$ cat src/rtl/amo_issue_pkg.sv
// Shared types and constants for the AMO issue stage: FSM state encoding,
// payload widths, the captured request struct and default parameter values.
package amo_issue_pkg;

    localparam int CMD_W   = 5;
    localparam int VADDR_W = 39;
    localparam int PADDR_W = 36;
    localparam int WIDX_W  = 3;
    localparam int DATA_W  = 64;
    localparam int MASK_W  = 8;

    // Replay and backoff counters are both 4 bits; 15 is the saturation point.
    localparam int CNT_W = 4;

    localparam int unsigned DEF_BACKOFF_CYCLES = 4;
    localparam int unsigned DEF_MAX_REPLAYS    = 8;

    typedef enum logic [2:0] {
        ST_IDLE    = 3'd0,
        ST_ISSUE   = 3'd1,
        ST_WAIT    = 3'd2,
        ST_BACKOFF = 3'd3,
        ST_RESP    = 3'd4
    } state_e;

    typedef struct packed {
        logic [CMD_W-1:0]   cmd;
        logic [VADDR_W-1:0] vaddr;
        logic [PADDR_W-1:0] addr;
        logic [WIDX_W-1:0]  word_idx;
        logic [DATA_W-1:0]  amo_data;
        logic [MASK_W-1:0]  amo_mask;
    } amo_req_t;

endpackage

$ cat src/rtl/amo_issue_stage_backoff_ctr.sv
// Backoff down-counter: load sets the count, tick decrements it, done flags
// the final cycle of the backoff window (count == 1).
module amo_backoff_ctr
    import amo_issue_pkg::*;
(
    input  logic             clock,
    input  logic             reset,
    input  logic             load,
    input  logic [CNT_W-1:0] value,
    input  logic             tick,
    output logic             done
);

    logic [CNT_W-1:0] cnt_q, cnt_d;

    always_comb begin
        cnt_d = cnt_q;
        if (load) begin
            cnt_d = value;
        end else if (tick && (cnt_q != '0)) begin
            cnt_d = cnt_q - 1'b1;
        end
    end

    always_ff @(posedge clock or negedge reset) begin
        if (!reset) begin
            cnt_q <= '0;
        end else begin
            cnt_q <= cnt_d;
        end
    end

    assign done = (cnt_q == CNT_W'(1));

endmodule

$ cat src/rtl/amo_issue_stage.sv
// AMO issue stage: one outstanding atomic into the main pipe, with replay
// backoff. Optional replay cap is built when AMO_REPLAY_LIMIT_EN is defined.
module amo_issue_stage
    import amo_issue_pkg::*;
#(
    parameter int unsigned BACKOFF_CYCLES = DEF_BACKOFF_CYCLES,
    parameter int unsigned MAX_REPLAYS    = DEF_MAX_REPLAYS
) (
    input  logic               clock,
    input  logic               reset,
    input  logic               io_req_valid,
    output logic               io_req_ready,
    input  logic [CMD_W-1:0]   io_req_bits_cmd,
    input  logic [VADDR_W-1:0] io_req_bits_vaddr,
    input  logic [PADDR_W-1:0] io_req_bits_addr,
    input  logic [WIDX_W-1:0]  io_req_bits_word_idx,
    input  logic [DATA_W-1:0]  io_req_bits_amo_data,
    input  logic [MASK_W-1:0]  io_req_bits_amo_mask,
    output logic               io_pipe_req_valid,
    input  logic               io_pipe_req_ready,
    output logic [CMD_W-1:0]   io_pipe_req_bits_cmd,
    output logic [VADDR_W-1:0] io_pipe_req_bits_vaddr,
    output logic [PADDR_W-1:0] io_pipe_req_bits_addr,
    output logic [WIDX_W-1:0]  io_pipe_req_bits_word_idx,
    output logic [DATA_W-1:0]  io_pipe_req_bits_amo_data,
    output logic [MASK_W-1:0]  io_pipe_req_bits_amo_mask,
    input  logic               io_pipe_resp_valid,
    input  logic               io_pipe_resp_bits_replay,
    input  logic [DATA_W-1:0]  io_pipe_resp_bits_data,
    input  logic               io_pipe_resp_bits_error,
    output logic               io_resp_valid,
    input  logic               io_resp_ready,
    output logic [DATA_W-1:0]  io_resp_bits_data,
    output logic               io_resp_bits_error,
    output logic               io_busy
);

    if (BACKOFF_CYCLES < 1 || BACKOFF_CYCLES > 15 || MAX_REPLAYS < 1 || MAX_REPLAYS > 15) begin : g_bad_param
        $error("amo_issue_stage: BACKOFF_CYCLES and MAX_REPLAYS must be in 1..15");
    end

    state_e            state_q, state_d;
    amo_req_t          req_q, req_d;
    logic [DATA_W-1:0] rdata_q, rdata_d;
    logic              rerr_q, rerr_d;
    logic [CNT_W-1:0]  replay_q, replay_d, replay_inc;
    logic              bo_load, bo_done;

    assign replay_inc = (replay_q == '1) ? replay_q : replay_q + 1'b1;

    // Handshakes: a transfer happens on a cycle where valid and ready are both
    // high at the rising edge; valid never depends on ready in this block.
    always_comb begin
        state_d  = state_q;
        req_d    = req_q;
        rdata_d  = rdata_q;
        rerr_d   = rerr_q;
        replay_d = replay_q;
        bo_load  = 1'b0;
        case (state_q)
            ST_IDLE: begin
                if (io_req_valid) begin
                    req_d = '{cmd:      io_req_bits_cmd,
                              vaddr:    io_req_bits_vaddr,
                              addr:     io_req_bits_addr,
                              word_idx: io_req_bits_word_idx,
                              amo_data: io_req_bits_amo_data,
                              amo_mask: io_req_bits_amo_mask};
                    replay_d = '0;
                    state_d  = ST_ISSUE;
                end
            end
            ST_ISSUE: begin
                if (io_pipe_req_ready) begin
                    state_d = ST_WAIT;
                end
            end
            ST_WAIT: begin
                if (io_pipe_resp_valid) begin
                    if (io_pipe_resp_bits_replay) begin
                        replay_d = replay_inc;
`ifdef AMO_REPLAY_LIMIT_EN
                        if (replay_inc == CNT_W'(MAX_REPLAYS)) begin
                            rdata_d = '0;
                            rerr_d  = 1'b1;
                            state_d = ST_RESP;
                        end else begin
                            bo_load = 1'b1;
                            state_d = ST_BACKOFF;
                        end
`else
                        bo_load = 1'b1;
                        state_d = ST_BACKOFF;
`endif
                    end else begin
                        rdata_d = io_pipe_resp_bits_data;
                        rerr_d  = io_pipe_resp_bits_error;
                        state_d = ST_RESP;
                    end
                end
            end
            ST_BACKOFF: begin
                if (bo_done) begin
                    state_d = ST_ISSUE;
                end
            end
            ST_RESP: begin
                if (io_resp_ready) begin
                    state_d = ST_IDLE;
                end
            end
            default: state_d = ST_IDLE;
        endcase
    end

    always_ff @(posedge clock or negedge reset) begin
        if (!reset) begin
            state_q  <= ST_IDLE;
            req_q    <= '0;
            rdata_q  <= '0;
            rerr_q   <= 1'b0;
            replay_q <= '0;
        end else begin
            state_q  <= state_d;
            req_q    <= req_d;
            rdata_q  <= rdata_d;
            rerr_q   <= rerr_d;
            replay_q <= replay_d;
        end
    end

    amo_backoff_ctr u_backoff (
        .clock (clock),
        .reset (reset),
        .load  (bo_load),
        .value (CNT_W'(BACKOFF_CYCLES)),
        .tick  (state_q == ST_BACKOFF),
        .done  (bo_done)
    );

    assign io_req_ready      = (state_q == ST_IDLE);
    assign io_pipe_req_valid = (state_q == ST_ISSUE);
    assign io_resp_valid     = (state_q == ST_RESP);
    assign io_busy           = (state_q != ST_IDLE);

    assign io_pipe_req_bits_cmd      = req_q.cmd;
    assign io_pipe_req_bits_vaddr    = req_q.vaddr;
    assign io_pipe_req_bits_addr     = req_q.addr;
    assign io_pipe_req_bits_word_idx = req_q.word_idx;
    assign io_pipe_req_bits_amo_data = req_q.amo_data;
    assign io_pipe_req_bits_amo_mask = req_q.amo_mask;
    assign io_resp_bits_data         = rdata_q;
    assign io_resp_bits_error        = rerr_q;

endmodule

$ cat config.mk
export PLATFORM = sky130hd
export DESIGN_NAME = amo_issue_stage
export DESIGN_NICKNAME = d
export VERILOG_FILES = /design/src/rtl/amo_issue_pkg.sv /design/src/rtl/amo_issue_stage_backoff_ctr.sv /design/src/rtl/amo_issue_stage.sv
export SDC_FILE = /design/constraint.sdc
export NUM_CORES = 1
export LEC_CHECK = 0
export CAP_MARGIN = 30
export CORE_AREA = 2 2 175 177
export DETAILED_ROUTE_END_ITERATION = 8
export DIE_AREA = 0 0 177 179
export GPL_TIMING_DRIVEN = 0
export PLACE_DENSITY = 0.65
export SYNTH_ARGS = -nofsm -noshare
export SYNTH_HDL_FRONTEND = slang
export SYNTH_SLANG_ARGS = --single-unit
$ cat constraint.sdc
create_clock -name clock -period 1.8 [get_ports clock]
set_input_delay 0.45 -clock clock [delete_from_list [all_inputs] [get_ports clock]]
set_output_delay 0.45 -clock clock [all_outputs]
set_load 0.02 [all_outputs]
# ---- Word level (Yosys, flattened, before mapping)
# Cells that the tools add are included.
dict set report classes {
  n_bitwise 1
  n_mux 12
  reduce_logical 8
  add_sub_neg 1
  eq_ne 10
}
# op count
set op_table {}
lappend op_table {{two-way mux 3 bit} 6}
lappend op_table {{case mux 3 bit (5 select lines)} 1}
lappend op_table {{two-way mux 4 bit} 2}
lappend op_table {{== test 3 x 2 -> 1 bit, second input constant} 2}
lappend op_table {{inequality test 2 bit, second input constant} 3}
lappend op_table {{AND reduction 5 bit} 1}
lappend op_table {{== test 4 x 1 -> 1 bit, second input constant} 1}
lappend op_table {{inequality test 2 x 1 -> 1 bit, second input constant} 2}
lappend op_table {{nonzero test 4 bit} 1}
lappend op_table {{subtractor 4 x 1 -> 4 bit, second input constant} 1}
lappend op_table {{== test 3 x 1 -> 1 bit, second input constant} 1}
lappend op_table {{== test 3 bit, second input constant} 1}
lappend op_table {{zero test 3 bit} 1}
lappend op_table {{two-way mux 1 bit} 3}
lappend op_table {{AND reduction 3 bit} 1}
lappend op_table {{nonzero test 3 bit} 1}
lappend op_table {{AND reduction 2 bit} 1}
lappend op_table {{nonzero test 2 bit} 1}
lappend op_table {{logical AND 1 bit} 1}
lappend op_table {{inverter 1 bit} 1}
dict set report totals {
  out_inout_bits 224
  inputBits 227
  wordCells 42
  reg_bits 227
}

# ---- Longest topological paths before layout
dict set report logic_depth {
  depth_word 4
  ltp_mapped 6
  mapped_depth_nobuf 5
}

# ---- Hierarchy
# Synthesis repeated with hierarchy kept, for this count alone.
dict set report hier_totals {
  hier_cells 520
  area_unflattened_um2 8764.7
}
# mod seq_area_each_um2 n_inst area_per_inst_um2 cells_per_inst
set modules_own_cells {}
lappend modules_own_cells {amo_issue_stage 5580.4 1 8481.9 491}
lappend modules_own_cells {amo_backoff_ctr 100.1 1 282.8 29}

# ---- Least setup slack after synthesis
# OpenSTA, ideal clock, no wires.
dict set report synth_timing {
  path_type {reg-to-reg}
  from {register state_q[1]}
  to {register req_q, in the netlist io_pipe_req_bits_vaddr[14]}
  slack_ns 0.052
  setup_time_ns 0.125
  path_buffers 3
  arrival_ns 1.623
  required_ns 1.675
  period_less_slack_ns 1.748
  path_stages_with_launch 7
  cell_sequence {dfrtp_1 > buf_2 > nor3_4 > and2_4 > buf_6 > buf_6 > mux2_2}
}
dict set report synth_between {
  elab_chain_len 2
}
# item line
set synth_lines {}
lappend synth_lines {{from (decl)} amo_issue_stage.sv:42} ;# state_e state_q, state_d;
lappend synth_lines {{from (signal assigned)} amo_issue_stage.sv:124} ;# state_q <= state_d;
lappend synth_lines {{zero test 3 bit} --}
lappend synth_lines {{via io_req_ready} amo_issue_stage.sv:12} ;# output logic io_req_ready,
lappend synth_lines {{AND reduction 2 bit (no source line)} --}
lappend synth_lines {{to (signal assigned)} amo_issue_stage.sv:125} ;# req_q <= req_d;
lappend synth_lines {{to (decl)} amo_issue_stage.sv:43} ;# amo_req_t req_q, req_d;
# The timed path passes the listed nets, and every way through them passes these cells.
# A chain may end at the register's enable or synchronous reset.

# ---- Worst setup path in the final report
dict set report layout_timing {
  from {register state_q[0]}
  to {register rdata_q[21], in the netlist io_resp_bits_data[21]}
}
dict set report layout_between {
  elab_chain_len 2
}
# item line
set layout_lines {}
lappend layout_lines {{== test 3 x 2 -> 1 bit} amo_issue_stage.sv:60} ;# case (state_q)
lappend layout_lines {{AND reduction 3 bit (no source line)} --}
lappend layout_lines {{to (signal assigned)} amo_issue_stage.sv:126} ;# rdata_q <= rdata_d;
lappend layout_lines {{to (decl)} amo_issue_stage.sv:44} ;# logic [DATA_W-1:0] rdata_q, rdata_d;
# No other way between the ends.

==> reports/metrics.cfg <==
[status]
outcome=complete, but fails checks
violations=negative setup slack

[die]
die_height_um=179
start_util_pct=29.0
ios=451
die_width_um=177
core_mm2=0.0300
num_rows=64
dieArea_mm2=0.0317

[clock_tree]
clk_latency_ns=0.53
clockRootBuffer=clkbuf_16
cts.path.max_buffers=3
cts_tree=yes
clkSinkCount=227
clk_pin_slew_worst_paths_ns=0.06
numCtsBuffers=26
htreeDepth=1

[final_layout]
fin_area_mm2=0.0158
area_growth_pct=81.6
nNetsFinal=1267
multi_input_area_mm2=0.00325
seq_area_mm2=0.00568
diodes=0
fillers=2614
final_cells=1452
drive_gt1_share_pct=32.5

[placement]
io_buffers=450
post-dp-hpwl_um=19500
dpl.cell_count=1362
placed_cell_area_mm2=0.0138
gp_congestion=0.777

[power_and_ir_drop]
combPwrFrac_pct=50.6
intPower_mw=18.7
swShare_pct=35.7
total_power_mw=29.0
power_switching_mw=10.4
power_density_mw_per_mm2=1840
p_seq_share_pct=31.4
irDropWorstVdd_uv=1090
clock_power_share_pct=18.0
leakage_nw=7.22

[setup_path]
worstPathRequired_ns=2.21
worstPathMaxFanout=10
r2r-end=io_resp_bits_data[21]$_DFFE_PN0P_
critPathKind=register to register
cpMaxStageDelayCell=dfrtp_2
path_delay_family=buffers and inverters
startpoint_type=register
r2r-start=state_q[0]$_DFFE_PN0P_
endpoint_kind=register
arrival_ns=2.34
path_depth=7
reg2reg_depth=7
path_buf_inv=4
max_stage_delay_ns=0.44
worstPathCellList=buf_4, buf_4, nand4bb_4, nor2_4, buf_12, buf_12, mux2_2
r2r_slack_ns=-0.14

[sta]
setup_violations=173
period_minus_slack_ns=1.94
hold_violations=0
timing.slew.headroom_pct=57.6
finalWorstSetupSlack_ns=-0.136
tightest_slew_ns=0.635
clock.fmax_mhz=516
fin_crit_sh_pct=108
slew_violations=0
fin_worst_skew_ns=0.0110
rsz0062_at_grt=true

[synthesis]
synth_compound_area_share_pct=1.02
ys_ff_latch=227
syn_inst=514
synthAdderAreaFrac_pct=0.287
avgSynthCellArea_um2=16.9
synth_mux_area_share_pct=28.5
synth-simple-area-share_pct=1.57
netlist_area_mm2=0.00870
yosysWarnings=0
synth_xor_xnor_area_share_pct=0
synth_top_family_by_area=multiplexers
synth_cell_type_count=28
synth_nets=743
ys_seq_area_share_pct=65.3

[grt]
grt_remaining_overflow=0
grt_pass1_vias=6909
grt_pass1_wl_um=41600
grtUsageTotal_pct=17.0
grt_antenna_before_repair=0
grt_max_degree=110

[detailed_routing]
drc=0
first_pass_iters=4
viasPerCell=4.45
route.met3.wl_um=2800
ant_nets=0
wl_met2_um=14700
wire_per_inst_um=19.8
routed_wl_um=28800
highest-signal-layer=met4
routed-via-count=6467
wl_met1_um=10700
drt_iter0_markers=237

[worst_hold_path]
hp-class=input pin to asynchronous set/reset pin

[job]
max-cap-violations=0

[cells by family (layout without fill, tap and decap cells)]
kind of cell | after synthesis | after routing
AND/OR/NAND/NOR | 19 | 19
multiplexers | 220 | 220
flip-flops | 227 | 227
adder cells (fa/ha/maj) | 2 | 2
buffers and inverters | 32 | 574
AO/OA/AOI/OAI | 14 | 14
[flip-flops by register name, indices dropped and copies added (netlist names)]
signal / flops
io_pipe_req_bits_addr: 36
u_backoff.cnt_q: 4
io_resp_bits_error: 1
io_pipe_req_bits_amo_mask: 8
state_q: 3
io_pipe_req_bits_vaddr: 39
io_resp_bits_data: 64
io_pipe_req_bits_amo_data: 64
io_pipe_req_bits_cmd: 5
io_pipe_req_bits_word_idx: 3
[layer usage]
layer  vias up  track usage [%]
met4         0             4.58
li1       2881                -
met2       279             30.0
met5         -                0
met1      3264             19.5
met3        43             6.02
[power groups by stage]
stage | Sequential, mW | Combinational (mW) | Clock (mW)
after floorplan | 12.2 | 3.81 | 0
after global placement | 9.10 | 13.7 | 0
after detailed placement | 9.20 | 13.8 | 0
after CTS | 9.09 | 14.4 | 5.39
after global routing | 9.48 | 15.5 | 5.62
final | 9.13 | 14.7 | 5.22
[how the worst max path moves through the flow]
stage                                 startpoint                                         to  slack, ns
after floorplan           state_q[1]$_DFFE_PN0P_     io_pipe_req_bits_vaddr[14]$_DFFE_PN0P_       0.05
after global placement                     reset  io_pipe_req_bits_amo_data[21]$_DFFE_PN0P_      -9.86
final                     state_q[0]$_DFFE_PN0P_          io_resp_bits_data[21]$_DFFE_PN0P_      -0.14
after CTS                 state_q[0]$_DFFE_PN0P_                                    io_busy      -0.18
after detailed placement      io_pipe_resp_valid          io_resp_bits_data[14]$_DFFE_PN0P_      -0.33
after global routing      state_q[0]$_DFFE_PN0P_     io_pipe_req_bits_vaddr[29]$_DFFE_PN0P_      -0.21
[stage by stage]
step	utilization, %	setup WS [ns]	setup TNS (ns)	hold slack (ns)
2_1_floorplan	-	0.0517	0	0.154
3_3_place_gp	45.6	-9.86	-2279.33	0.466
3_5_place_dp	45.8	-0.331	-52.16	0.301
4_1_cts	51.5	-0.181	-14.86	0.319
5_1_grt	52.6	-0.210	-24.34	0.346
6_report	52.6	-0.136	-10.93	0.351
[repair_timing]
| item | in CTS | in global routing |
|---|---|---|
| buffers inserted | 29 | 9 |
| pin swaps | 1 | 2 |
| endpoints found under the hold margin | 18 | 0 |
| gates resized for setup | 403 | 64 |
| gates cloned | 10 | 12 |
| hold buffers | 1 | 0 |
| endpoints found under the setup margin | 374 | 221 |
[cell type report]
type | instances | share of cell area (%)
well taps | 396 | 3.13
flip-flops and latches | 227 | 36.0
clock inverters | 7 | 0.538
plain buffers | 16 | 1.96
inverters | 6 | 0.142
multi-input cells | 255 | 20.6
clock buffers | 39 | 4.75
repair buffers | 506 | 32.9
[Yosys cell counts]
cell type | count | area share, %
or3_1 | 3 | 0.22
a21o_1 | 1 | 0.086
nand2b_1 | 1 | 0.072
and3b_1 | 1 | 0.10
dfrtp_1 | 227 | 65
mux2_1 | 9 | 1.2
nor3b_1 | 3 | 0.26
nand3b_1 | 1 | 0.086
nor3_1 | 1 | 0.057
ha_1 | 2 | 0.29
inv_1 | 6 | 0.26
or4_1 | 1 | 0.086
buf_2 | 3 | 0.17
a211o_1 | 1 | 0.10
o22ai_1 | 3 | 0.22
nor3_4 | 1 | 0.19
nand4bb_1 | 1 | 0.13
and2_4 | 1 | 0.10
nand4b_1 | 1 | 0.10
a31oi_1 | 1 | 0.072
buf_6 | 23 | 3.0
a21oi_1 | 3 | 0.17
mux2_2 | 211 | 27
nand2_1 | 1 | 0.043
a22oi_1 | 1 | 0.086
o32a_1 | 1 | 0.11
nor2_1 | 3 | 0.13
o21ai_0 | 3 | 0.17
[cells in the final DEF, fill, tap and decap left out, types with 3 or more instances in the layout]
cell type,n
clkbuf_1,9
dfrtp_1,224
buf_12,27
clkinv_2,5
clkbuf_16,38
a21oi_1,3
buf_16,6
buf_6,7
or3_1,3
buf_8,10
clkdlybuf4s50_1,225
clkbuf_8,3
o22ai_1,3
mux2_4,129
o21ai_0,3
mux2_2,91
buf_4,15
clkdlybuf4s15_1,3
dlygate4sd2_1,217
dfrtp_2,3
nor3b_1,3
inv_1,5
Power figures use the tool's default switching activity.
